<file path="src/rtl/sweep_ctrl_13.sv">
// -----------------------------------------------------------------------------
// sweep_ctrl_13
//
// Sequencer for a 13-bit falling-edge event counter. On a start request it
// clears the counter for one cycle, then issues len single-cycle count enables
// spaced div+1 cycles apart, and finally pulses done. In loop mode it restarts
// the sweep after every done until aborted. Every output is decoded from
// registered state, so the counter (which samples on the falling clk edge)
// always sees stable enable/reset levels from the rising edge onward.
//
// Ports
//   clk      in   controller clock, rising-edge
//   reset    in   synchronous, active-high reset
//   start    in   sweep request, honoured only in IDLE
//   abort    in   terminate a sweep in CLEAR or RUN
//   loop     in   continuous mode, sampled with start
//   len      in   [BIT_SZ] enables per sweep, sampled with start
//   div      in   [DIV_W]  enable period minus one, sampled with start
//   cnt_en   out  counter enable
//   cnt_rst  out  counter reset
//   busy     out  high in CLEAR and RUN
//   done     out  one-cycle pulse at the end of each sweep
//   aborted  out  one-cycle pulse after a sweep is aborted
// -----------------------------------------------------------------------------
module sweep_ctrl_13 #(
    parameter int BIT_SZ = 13,
    parameter int DIV_W  = 16
) (
    input  logic              clk,
    input  logic              reset,
    input  logic              start,
    input  logic              abort,
    input  logic              loop,
    input  logic [BIT_SZ-1:0] len,
    input  logic [DIV_W-1:0]  div,
    output logic              cnt_en,
    output logic              cnt_rst,
    output logic              busy,
    output logic              done,
    output logic              aborted
);

    typedef enum logic [1:0] {
        S_IDLE,
        S_CLEAR,
        S_RUN,
        S_DONE
    } state_t;

    state_t              state_q, state_d;
    logic [DIV_W-1:0]    prescaler_q, prescaler_d;
    logic [DIV_W-1:0]    div_q, div_d;
    logic [BIT_SZ-1:0]   ticks_q, ticks_d;
    logic [BIT_SZ-1:0]   len_q, len_d;
    logic                loop_q, loop_d;
    logic                aborted_q, aborted_d;

    // One extra bit so ticks+1 is compared at full width and never wraps,
    // even for len = 2**BIT_SZ - 1.
    logic [BIT_SZ:0]     ticks_inc;
    logic                period_hit;

    // NOTE: every signal written here gets a default first, so no path
    // leaves a value unassigned and no latch is inferred.
    always_comb begin
        state_d     = state_q;
        prescaler_d = prescaler_q;
        ticks_d     = ticks_q;
        len_d       = len_q;
        div_d       = div_q;
        loop_d      = loop_q;
        aborted_d   = 1'b0;
        cnt_en      = 1'b0;
        cnt_rst     = 1'b0;
        busy        = 1'b0;
        done        = 1'b0;

        period_hit  = (prescaler_q == div_q);
        ticks_inc   = {1'b0, ticks_q} + (BIT_SZ+1)'(1);

        case (state_q)
            S_IDLE: begin
                if (start && !abort) begin
                    len_d = len;
                    div_d = div;
                    if (len != '0) begin
                        loop_d  = loop;
                        state_d = S_CLEAR;
                    end else begin
                        // A zero-length sweep is a single done pulse and
                        // must never re-enter CLEAR with stale settings.
                        loop_d  = 1'b0;
                        state_d = S_DONE;
                    end
                end
            end

            S_CLEAR: begin
                cnt_rst     = 1'b1;
                busy        = 1'b1;
                prescaler_d = '0;
                ticks_d     = '0;
                if (abort) begin
                    state_d   = S_IDLE;
                    aborted_d = 1'b1;
                end else begin
                    state_d   = S_RUN;
                end
            end

            S_RUN: begin
                busy   = 1'b1;
                cnt_en = period_hit;
                if (abort) begin
                    state_d   = S_IDLE;
                    aborted_d = 1'b1;
                end else if (period_hit) begin
                    prescaler_d = '0;
                    ticks_d     = ticks_inc[BIT_SZ-1:0];
                    if (ticks_inc == {1'b0, len_q}) begin
                        state_d = S_DONE;
                    end
                end else begin
                    prescaler_d = prescaler_q + DIV_W'(1);
                end
            end

            S_DONE: begin
                done    = 1'b1;
                state_d = loop_q ? S_CLEAR : S_IDLE;
            end

            default: begin
                state_d = S_IDLE;
            end
        endcase
    end

    // The abort pulse is registered so it reflects state, not the live input.
    assign aborted = aborted_q;

    // NOTE: sequential state uses non-blocking assignments so every register
    // updates from the same pre-edge values regardless of statement order.
    always_ff @(posedge clk) begin
        if (reset) begin
            state_q     <= S_IDLE;
            prescaler_q <= '0;
            ticks_q     <= '0;
            len_q       <= '0;
            div_q       <= '0;
            loop_q      <= 1'b0;
            aborted_q   <= 1'b0;
        end else begin
            state_q     <= state_d;
            prescaler_q <= prescaler_d;
            ticks_q     <= ticks_d;
            len_q       <= len_d;
            div_q       <= div_d;
            loop_q      <= loop_d;
            aborted_q   <= aborted_d;
        end
    end

endmodule

</file>
<file path="config.mk">
export PLATFORM = sky130hd
export DESIGN_NAME = sweep_ctrl_13
export DESIGN_NICKNAME = d
export VERILOG_FILES = /design/src/rtl/sweep_ctrl_13.sv
export SDC_FILE = /design/constraint.sdc
export NUM_CORES = 1
export LEC_CHECK = 0
export ABC_CLOCK_PERIOD_IN_PS = 2700
export BUFFER_PORTS_ARGS = -buffer_cell sky130_fd_sc_hd__buf_2
export CORE_UTILIZATION = 25
export CTS_CLUSTER_SIZE = 24
export DETAILED_ROUTE_END_ITERATION = 12
export PLACE_DENSITY_LB_ADDON = 0.08
export SYNTH_ARGS = -nofsm -noshare
export SYNTH_HDL_FRONTEND = slang
export SYNTH_SLANG_ARGS = --single-unit
</file>
<file path="constraint.sdc">
create_clock -name clk -period 2.7 [get_ports clk]
set_clock_uncertainty 0.15 [all_clocks]
set_input_delay 0.135 -clock clk [delete_from_list [all_inputs] [get_ports clk]]
set_output_delay 0.135 -clock clk [all_outputs]
set_load 0.05 [all_outputs]
</file>
# ---- Word-level counts from Yosys, hierarchy flattened
# Cells that the tools add are included.
dict set report word_totals {
  register_bits 62
  output_inout_bits 5
  elab_cells 51
}
dict set report classes {
  addsub 2
  eq_ne 10
  mux 20
  n_bitwise 1
  n_reduce_logical 11
}
# op n
set ops {}
lappend ops {{two-way mux 16 bit} 2}
lappend ops {{case mux 16 bit (2 select lines)} 1}
lappend ops {{two-way mux 13 bit} 2}
lappend ops {{case mux 13 bit (2 select lines)} 1}
lappend ops {{adder 16 x 1 -> 16 bit, second input constant} 1}
lappend ops {{== test 16 bit} 1}
lappend ops {{adder 13 x 1 -> 14 bit, second input constant} 1}
lappend ops {{== test 14 x 13 -> 1 bit} 1}
lappend ops {{nonzero test 13 bit} 1}
lappend ops {{two-way mux 2 bit} 6}
lappend ops {{case mux 2 bit (4 select lines)} 1}
lappend ops {{two-way mux 1 bit} 7}
lappend ops {{!= test 2 bit, second input constant} 3}
lappend ops {{!= test 3 bit, second input constant} 2}
lappend ops {{AND reduction 3 bit} 2}
lappend ops {{== test 2 bit, second input constant} 2}
lappend ops {{AND reduction 2 bit} 2}
lappend ops {{OR reduction 2 bit} 2}
lappend ops {{== test 2 x 1 -> 1 bit, second input constant} 1}
lappend ops {{logical NOT 2 bit} 1}
lappend ops {{nonzero test 2 bit} 1}
lappend ops {{logical AND 1 bit} 1}
lappend ops {{logical NOT 1 bit} 1}
lappend ops {{inverter 1 bit} 1}

# ---- Logic depth before layout (Yosys ltp)
# Gate-level depths: netlist of the first run.
dict set report logic_depth {
  ltp_word 6
  mapped_depth 9
  mapped_depth_nobuf 9
}

# ---- Worst setup path after synthesis of the first run
# Ideal clock, no wire load.
dict set report synth_path {
  kind {register -> register}
  startpoint {reg state_q[0]}
  endpoint {reg prescaler_q[11]}
  t_arrival_ns 2.230
  t_required_ns 2.432
  setup_slack_ns 0.203
  path_stages_with_launch 10
  cell_sequence {dfxtp_1 inv_1 ha_1 a21boi_1 nand3_1 nor2_1 and2_1 nand3_1 xor2_1 nor2_1}
}
dict set report synth_via {
  elab_chain_cells 3
}
# element line_no
set synth_rtl {}
lappend synth_rtl {{from (decl)} 50} ;# state_t state_q, state_d;
lappend synth_rtl {{from (signal assigned)} 154} ;# state_q <= state_d;
lappend synth_rtl {{== test 2 bit or == test 2 x 1 -> 1 bit (tied branches)} 81} ;# case (state_q)
lappend synth_rtl {{!= test 2 bit (no source line) or nonzero test 2 bit (tied branches)} n/a}
lappend synth_rtl {{AND reduction 2 bit (no source line)} n/a}
lappend synth_rtl {{to (signal assigned)} 155} ;# prescaler_q <= prescaler_d;
lappend synth_rtl {{to (decl)} 51} ;# logic [DIV_W-1:0] prescaler_q, prescaler_d;
# Several ways; a longest one is shown, not always the timed one.
# A chain may end at the register's enable or synchronous reset.

# ---- Worst setup path after layout of the first run
dict set report layout_path {
  startpoint {reg prescaler_q[6]}
  endpoint {reg ticks_q[6]}
}
dict set report layout_via {
  elab_chain_cells 3
}
# element line_no
set layout_rtl {}
lappend layout_rtl {{== test 16 bit} 78} ;# period_hit = (prescaler_q == div_q);
lappend layout_rtl {{!= test 2 bit (no source line)} n/a}
lappend layout_rtl {{AND reduction 3 bit (no source line)} n/a}
lappend layout_rtl {{to (signal assigned)} 156} ;# ticks_q <= ticks_d;
lappend layout_rtl {{to (decl)} 53} ;# logic [BIT_SZ-1:0] ticks_q, ticks_d;
# Every way passes these cells.

==> impl_metrics.json, run 1 <==
{
  "status": "finished, final reports clean",
  "synth-seq-area-share": 0.383,
  "gp_congestion": 0.755,
  "p_sw_w": 0.000647,
  "p_per_area_nw_per_um2": 561,
  "cp_data_arrival_time_ns": 2.46,
  "hold_viol": 0,
  "wl_per_cell_um": 14.1,
  "final_layout_size_suffix_gt1_frac": 0.149,
  "ys_warn_count": 0,
  "critPathKind": "reg -> reg",
  "hold_depth": 2,
  "p_seq_frac": 0.408,
  "drc_errors": 0,
  "design_area_um2": 4260,
  "synth.cell_area_um2": 3240,
  "placed_area_um2": 3650,
  "antenna_cells": 0,
  "first_global_vias": 2772,
  "relSlewSlack": 0.652,
  "async_flop_share": 0,
  "via_per_inst": 4.55,
  "max_freq_mhz": 416,
  "dr_total_vias": 2981,
  "dp.cells": 604,
  "switching_share": 0.271,
  "fin_tns_setup_ns": 0,
  "rr_startpoint": "prescaler_q[6]$_SDFFE_PP0P_",
  "grt_pass1_wl_um": 15000,
  "multiInputGateArea_um2": 1890,
  "reg2reg_to": "ticks_q[6]$_SDFFE_PP0P_",
  "min_to": "aborted$_SDFF_PP0_",
  "setup-violations-final": 0,
  "start_util": 0.257,
  "clk_latency_ns": 0.34,
  "rows": 41,
  "r2r_cells": 7,
  "ir_worst_vdd_mv": 0.272,
  "clock_sinks": 62,
  "combPwrFrac": 0.146,
  "clk_pin_slew_ns": 0.05,
  "ys_ff_latch": 62,
  "grt_max_degree": 37,
  "portBuffers": 38,
  "syn_area_per_cell_um2": 8.05,
  "dieArea_um2": 13400,
  "layoutNonFillerInstCount": 655,
  "period_minus_slack_ns": 2.40,
  "first_pass_iters": 4,
  "seq_area_um2": 1240,
  "clockBufferDepth": 2,
  "yosysUniqueCellTypes": 46,
  "synth_ff_type": "dfxtp_1",
  "drt_iter0_drc": 128,
  "antenna_found_initial": 0,
  "totalWireLength_um": 9240,
  "power.internal_w": 0.00174,
  "cts_made_buffers": 9,
  "synth_most_common_cell": "nand2_1",
  "yosys-top-cells-area": "dfxtp_1 38%, xnor2_1 8.6%, nand2_1 8.3%",
  "cp_data_required_time_ns": 2.75,
  "end_kind": "flip-flop",
  "synth_top_area_share": 0.383,
  "min_from": "reset",
  "grtUsageTotal": 0.152,
  "yosys-top-cells-count": "72 x nand2_1, 62 x dfxtp_1, 41 x a21oi_1",
  "nNetsFinal": 519,
  "pwr-share-clk": 0.446,
  "slew_violations": 0,
  "io_pins": 39,
  "critPathLaunchType": "flip-flop",
  "hp-class": "in -> reg",
  "areaGrowthSynthToFinish_pct": 31.3,
  "detail-route-antenna-nets": 0,
  "grt-ovfl-total": 0,
  "cts_tree": "yes",
  "cts_htree_levels": 3,
  "die_h_um": 116,
  "synth_edf_count": 0,
  "synth_cells": 403,
  "fin_crit_sh": 0.890,
  "coreArea_um2": 12600,
  "die_x_um": 116,
  "cts-root-buf": "clkbuf_16",
  "synth_area_leader_cell": "dfxtp_1",
  "critPathMaxFanout": 13,
  "p_leak_nw": 1.56,
  "syn_nets": 444,
  "r2r_slack_ns": 0.30,
  "fillCellCount": 1396,
  "dpl.hpwl_um": 6620,
  "worst-slew-pin-transition_ns": 0.522,
  "rsz0062_at_grt": "false",
  "holdWs_ns": 0.0374,
  "cts-resized-gates": 0,
  "cap_violations": 0
}
-- metrics by stage --
stage          utilization  worst slack (ns)  power [W]
3_5_place_dp         0.289             0.124    0.00130
6_report             0.338             0.297    0.00239
4_1_cts              0.336             0.124    0.00242
3_3_place_gp         0.289             0.185    0.00130
2_1_floorplan            -             0.203    0.00120
5_1_grt              0.338            0.0583    0.00252
-- worst max path at each step --
stage                                         to  cells after the start  slack, ns                         from
global placement         ticks_q[6]$_SDFFE_PP0P_                      7       0.19  prescaler_q[5]$_SDFFE_PP0P_
floorplan           prescaler_q[11]$_SDFFE_PP0P_                      9       0.20      state_q[0]$_SDFFE_PP0P_
global route             state_q[1]$_SDFFE_PP0P_                      8       0.06      ticks_q[1]$_SDFFE_PP0P_
finish                   ticks_q[6]$_SDFFE_PP0P_                      7       0.30  prescaler_q[6]$_SDFFE_PP0P_
CTS                      ticks_q[6]$_SDFFE_PP0P_                      7       0.12  prescaler_q[5]$_SDFFE_PP0P_
detailed placement       ticks_q[6]$_SDFFE_PP0P_                      7       0.12  prescaler_q[5]$_SDFFE_PP0P_
-- cells in the final DEF (no fill, tap or decap), types with 8 or more instances in the layout --
cell           synthesis  layout
a21oi_1               41      41
a211oi_1               8       8
buf_2                  5      38
nand3_1               13      13
xnor2_1               32      32
nor2_1                32      32
and3_1                 8       8
buf_4                  0      14
xor2_1                14      14
clkbuf_16              0       9
dlygate4sd3_1          0      32
dfxtp_1               62      62
nand2_1               72      72
nand4_1               13      13
-- area by class of cell --
class	count	area share
Multi-Input combinational cell	314	0.444
Sequential cell	62	0.291
Timing Repair Buffer	84	0.144
Clock buffer	12	0.0579
Tap cell	172	0.0505
Inverter	7	0.00617
Clock inverter	4	0.00529
-- power by group through the flow --
stage	Sequential (W)	Clock, W	Combinational [W]
detailed placement	0.000996	0	0.000308
global route	0.000981	0.00115	0.000388
floorplan	0.000990	0	0.000209
finish	0.000976	0.00107	0.000349
global placement	0.000996	0	0.000309
CTS	0.000976	0.00110	0.000345
-- kinds of logic (layout without fill, tap and decap cells) --
logic type               Yosys count  count (layout)  synth area share
flip-flops                        62              62             0.383
AO/OA/AOI/OAI                     76              76             0.143
buffers and inverters             27             107            0.0355
adder cells (fa/ha/maj)            7               7            0.0270
AND/OR/NAND/NOR                  181             181             0.275
XOR/XNOR                          46              46             0.124
multiplexers                       4               4            0.0135
-- worst max-delay path: stages, from the launching register on --
cell and delay [ns]:
dfxtp_1 0.42, xnor2_1 0.15, nand4_1 0.17, nor4_4 0.38
nand2_2 0.25, or3_1 0.44, a211oi_1 0.25, a211oi_1 0.07
-- timing repair --
action / 4_1_cts / 5_1_grt
endpoints found under the hold margin: 31 / 0
buffers inserted: 0 / 3
hold buffers: 32 / 0
setup endpoints to repair: 0 / 3
-- sequential cells by signal (all words and copies together), names as in the netlist --
name and cells:
div_q 16, prescaler_q 16, len_q 13, ticks_q 13, state_q 2, aborted 1
loop_q 1
-- per-layer routing --
| metal | part of all wire | GRT usage |
|---|---|---|
| met2 | 0.40 | 0.209 |
| met1 | 0.55 | 0.222 |
| met3 | 0.040 | 0.0418 |
| met4 | 0.014 | 0.0564 |
| met5 | 0 | 0 |
Power figures use the tool's default switching activity.
==> run 2: changes to the inputs <==
--- a/config.mk
+++ b/config.mk
@@ -6,7 +6,7 @@
 export NUM_CORES = 1
 export LEC_CHECK = 0
 export ABC_CLOCK_PERIOD_IN_PS = 2700
-export BUFFER_PORTS_ARGS = -buffer_cell sky130_fd_sc_hd__buf_2
+export BUFFER_PORTS_ARGS = -buffer_cell sky130_fd_sc_hd__buf_4
 export CORE_UTILIZATION = 25
 export CTS_CLUSTER_SIZE = 24
 export DETAILED_ROUTE_END_ITERATION = 12
==> impl_metrics.json, run 2 (synthesis gave the netlist of run 1 again) <==
{
  "status": "finished, final reports clean",
  "areaGrowthSynthToFinish_pct": 34.1,
  "die_h_um": 116,
  "period_minus_slack_ns": 2.43,
  "detail-route-antenna-nets": 0,
  "cp_common_cell": "a211oi_1",
  "slew_violations": 0,
  "relSlewSlack": 0.604,
  "drc_errors": 0,
  "layout_commonest_cell": "nand2_1",
  "end_kind": "flip-flop",
  "route.met2.wl_um": 3820,
  "cts-resized-gates": 0,
  "fin_tns_setup_ns": 0,
  "start_util": 0.257,
  "dr_total_vias": 2988,
  "path_buf_inv": 0,
  "wl_per_cell_um": 14.3,
  "clockBufferDepth": 2,
  "cts_made_buffers": 9,
  "route.met3.wl_um": 332,
  "final_layout_size_suffix_gt1_frac": 0.146,
  "worst-slew-pin-transition_ns": 0.593,
  "die_x_um": 116,
  "grt-ovfl-total": 0,
  "clock_sinks": 62,
  "dpl.hpwl_um": 6500,
  "first_pass_iters": 5,
  "rows": 41,
  "routed.top_layer": "met4",
  "final_cell_mix": "72 x nand2_1, 62 x dfxtp_1, 49 x buf_4",
  "setup-violations-final": 0,
  "hold_viol": 0,
  "pre_cts_slack_ns": 0.247,
  "p_per_area_nw_per_um2": 563,
  "coreArea_um2": 12600,
  "crit_path_max_incr_delay_ns": 0.42,
  "grtUsageTotal": 0.150,
  "critPathLaunchType": "flip-flop",
  "power.total_w": 0.00245,
  "gp_congestion": 0.758,
  "via_per_inst": 4.58,
  "grt_pass1_wl_um": 14900,
  "clk_pin_slew_ns": 0.05,
  "nNetsFinal": 516,
  "pwr-share-clk": 0.455,
  "portBuffers": 38,
  "antenna_found_initial": 0,
  "post-route-worst-setup-slack_ns": 0.268,
  "switching_share": 0.264,
  "max_freq_mhz": 411,
  "hp-class": "in -> reg",
  "cts_tree": "yes",
  "cts_htree_levels": 3,
  "worst_path_max_delay_cell": "dfxtp_1",
  "grt_max_degree": 51,
  "crit_family": "simple AND/OR/NAND/NOR gates",
  "clk_latency_ns": 0.33,
  "first_global_vias": 2808,
  "totalWireLength_um": 9310,
  "antenna_cells": 0,
  "p_seq_frac": 0.398,
  "p_leak_nw": 1.59,
  "rsz0062_at_grt": "false",
  "fin_util": 0.345,
  "critPathKind": "reg -> reg",
  "combPwrFrac": 0.147,
  "cap_violations": 0,
  "fin_crit_sh": 0.901,
  "wirelength_met1_um": 5050,
  "drt_iter0_drc": 139,
  "reg_top3": "div_q (16), prescaler_q (16)",
  "cts-root-buf": "clkbuf_16",
  "ir_worst_vdd_mv": 0.314,
  "cp_data_arrival_time_ns": 2.48,
  "critPathMaxFanout": 8,
  "power.internal_w": 0.00180,
  "io_pins": 39,
  "dieArea_um2": 13400,
  "crit_chain": "xnor2_1 > nand4_1 > nor4_4 > nand2_2 > or3_1 > a211oi_1 > a211oi_1",
  "p_sw_w": 0.000646,
  "cp_data_required_time_ns": 2.74
}
[run 2: per-layer routing]
| metal | vias up | GRT usage |
|---|---|---|
| met3 | 7 | 0.0486 |
| li1 | 1541 | - |
| met5 | - | 0 |
| met2 | 52 | 0.219 |
| met1 | 1388 | 0.208 |
| met4 | 0 | 0.0444 |
[run 2: final timing paths]
path	startpoint	endpoint	slack, ns	depth (start not counted)
hold reg to reg	div_q[12]$_SDFFE_PP0P_	div_q[12]$_SDFFE_PP0P_	0.32	2
setup / recovery	prescaler_q[9]$_SDFFE_PP0P_	ticks_q[6]$_SDFFE_PP0P_	0.27	7
hold / removal	reset	ticks_q[7]$_SDFFE_PP0P_	0.13	2
setup reg to reg	prescaler_q[9]$_SDFFE_PP0P_	ticks_q[6]$_SDFFE_PP0P_	0.27	7
[run 2: final cells by class]
class / count / area (um^2)
clock buffer: 13 / 270
clock inverter: 3 / 17.5
fill: 1388 / 8270
inverter: 7 / 26.3
multi-input combinational: 314 / 1890
sequential: 62 / 1240
tap: 172 / 215
timing repair buffer: 81 / 688
[run 2: power by group through the flow]
stage / combinational (W) / clock [W] / sequential, W
after floorplan: 0.000209 / 0 / 0.000990
after global placement: 0.000328 / 0 / 0.000996
after detailed placement: 0.000327 / 0 / 0.000996
after CTS: 0.000365 / 0.00116 / 0.000976
after global routing: 0.000395 / 0.00120 / 0.000980
final: 0.000361 / 0.00111 / 0.000976
[run 2: per-stage QoR]
stage | hold slack [ns] | instances | cell area [um^2]
2_1_floorplan | 0.121 | 403 | 3240
3_3_place_gp | 0.234 | 604 | 3740
3_5_place_dp | 0.240 | 604 | 3740
4_1_cts | 0.131 | 652 | 4350
5_1_grt | 0.153 | 652 | 4350
6_report | 0.134 | 652 | 4350
[run 2: timing repair]
action                    in CTS  in global routing
hold buffers                  32                  0
hold endpoints to repair      31                  0
setup buffers                  0                  0
==> run 3: changes to the inputs <==
--- a/config.mk
+++ b/config.mk
@@ -10,7 +10,9 @@
 export CORE_UTILIZATION = 25
 export CTS_CLUSTER_SIZE = 24
 export DETAILED_ROUTE_END_ITERATION = 12
+export MAX_ROUTING_LAYER = met4
 export PLACE_DENSITY_LB_ADDON = 0.08
+export RECOVER_POWER = 100
 export SYNTH_ARGS = -nofsm -noshare
 export SYNTH_HDL_FRONTEND = slang
 export SYNTH_SLANG_ARGS = --single-unit
==> impl_metrics.json, run 3 (synthesis gave the netlist of run 1 again) <==
{
  "dieArea_um2": 13400,
  "drt_iter0_drc": 111,
  "fin_crit_sh": 0.899,
  "cts-resized-gates": 0,
  "grt_use_met1": 0.208,
  "critPathKind": "reg -> reg",
  "portBuffers": 38,
  "layout_commonest_cell": "nand2_1",
  "clk_pin_slew_ns": 0.05,
  "coreArea_um2": 12600,
  "nNetsFinal": 516,
  "cap_violations": 0,
  "max_freq_mhz": 412,
  "io_pins": 39,
  "r2r_cells": 7,
  "die_h_um": 116,
  "die_x_um": 116,
  "status": "finished, final reports clean",
  "wl_per_cell_um": 14.3,
  "first_pass_iters": 4,
  "top_usage_layer": "met2",
  "drc_errors": 0,
  "critPathMaxFanout": 8,
  "grt_use_met2": 0.219,
  "critPathLaunchType": "flip-flop",
  "seq_area_um2": 1240,
  "end_kind": "flip-flop",
  "cp_data_arrival_time_ns": 2.47,
  "rsz0062_at_grt": "false",
  "ir_worst_vdd_mv": 0.314,
  "final_cell_mix": "72 x nand2_1, 62 x dfxtp_1, 41 x a21oi_1",
  "p_per_area_nw_per_um2": 565,
  "holdWs_ns": 0.138,
  "multiInputGateArea_um2": 1890,
  "rows": 41,
  "detail-route-antenna-nets": 0,
  "cts-root-buf": "clkbuf_16",
  "reg_top3": "div_q (16), prescaler_q (16)",
  "final_layout_size_suffix_gt1_frac": 0.129,
  "totalWireLength_um": 9310,
  "cts_htree_levels": 3,
  "use_met3": 0.0471,
  "fin_tns_setup_ns": 0,
  "clk_latency_ns": 0.34,
  "dr_total_vias": 2982,
  "dpl.hpwl_um": 6500,
  "p_leak_nw": 1.56,
  "slew_violations": 0,
  "start_util": 0.257,
  "first_global_vias": 2811,
  "min_from": "reset",
  "cts_tree": "yes",
  "hp-class": "in -> reg",
  "areaGrowthSynthToFinish_pct": 33.0,
  "min_to": "ticks_q[7]$_SDFFE_PP0P_",
  "hold_viol": 0,
  "setup-violations-final": 0,
  "cts_made_buffers": 9,
  "grt_pass1_wl_um": 14900,
  "rr_startpoint": "prescaler_q[9]$_SDFFE_PP0P_",
  "r2r_slack_ns": 0.27,
  "antenna_found_initial": 0,
  "antenna_cells": 0,
  "fin_util": 0.342,
  "via_per_inst": 4.57,
  "gp_congestion": 0.767,
  "cp_data_required_time_ns": 2.74,
  "worst-slew-pin-transition_ns": 0.689,
  "clock_sinks": 62,
  "reg2reg_to": "ticks_q[6]$_SDFFE_PP0P_",
  "grtUsageTotal": 0.154,
  "clockBufferDepth": 2,
  "period_minus_slack_ns": 2.43,
  "grt_max_degree": 51,
  "grt-ovfl-total": 0,
  "hold_depth": 2,
  "fillCellCount": 1402,
  "relSlewSlack": 0.541
}
-- run 3: cell type report --
cell class                 count  area share
clock inverter                 3     0.00406
tap                          172      0.0499
timing repair buffer          81       0.152
clock buffer                  13      0.0626
multi-input combinational    314       0.438
inverter                       7     0.00609
sequential                    62       0.288
-- run 3: layer usage --
layer / wire, um / part of all wire
met1: 5100 / 0.55
met2: 3820 / 0.41
met3: 319 / 0.034
met4: 70 / 0.0075
met5: 0 / 0
-- run 3: worst max path at each step --
| stage | end | slack (ns) | startpoint |
|---|---|---|---|
| floorplan | prescaler_q[11]$_SDFFE_PP0P_ | 0.20 | state_q[0]$_SDFFE_PP0P_ |
| global placement | ticks_q[6]$_SDFFE_PP0P_ | 0.20 | prescaler_q[3]$_SDFFE_PP0P_ |
| detailed placement | ticks_q[6]$_SDFFE_PP0P_ | 0.25 | prescaler_q[9]$_SDFFE_PP0P_ |
| CTS | ticks_q[6]$_SDFFE_PP0P_ | 0.23 | prescaler_q[9]$_SDFFE_PP0P_ |
| global route | ticks_q[9]$_SDFFE_PP0P_ | 0.03 | prescaler_q[2]$_SDFFE_PP0P_ |
| finish | ticks_q[6]$_SDFFE_PP0P_ | 0.27 | prescaler_q[9]$_SDFFE_PP0P_ |
-- run 3: what timing repair did --
item	in CTS	in global routing
hold endpoints to repair	31	0
endpoints found under the setup margin	0	0
hold buffers	32	0
buffers inserted	0	0
-- run 3: metrics by stage --
| stage | worst slack, ns | area [um^2] | instances | total power [W] |
|---|---|---|---|---|
| floorplan | 0.203 | 3240 | 403 | 0.00120 |
| global placement | 0.199 | 3740 | 604 | 0.00132 |
| detailed placement | 0.247 | 3740 | 604 | 0.00132 |
| CTS | 0.235 | 4350 | 652 | 0.00250 |
| global route | 0.0300 | 4320 | 652 | 0.00257 |
| finish | 0.272 | 4320 | 652 | 0.00244 |
-- run 3: critical path, stage by stage (launching register included) --
cell	delay, ns
dfxtp_1	0.42
xnor2_1	0.17
nand4_1	0.21
nor4_4	0.41
nand2_2	0.20
or3_1	0.42
a211oi_1	0.24
a211oi_1	0.07
-- run 3: power breakdown --
group	total, W	switching, W	internal (W)	leakage [nW]
sequential	0.000976	0.0000285	0.000948	0.503
combinational	0.000351	0.000196	0.000155	0.911
clock	0.00111	0.000419	0.000693	0.142
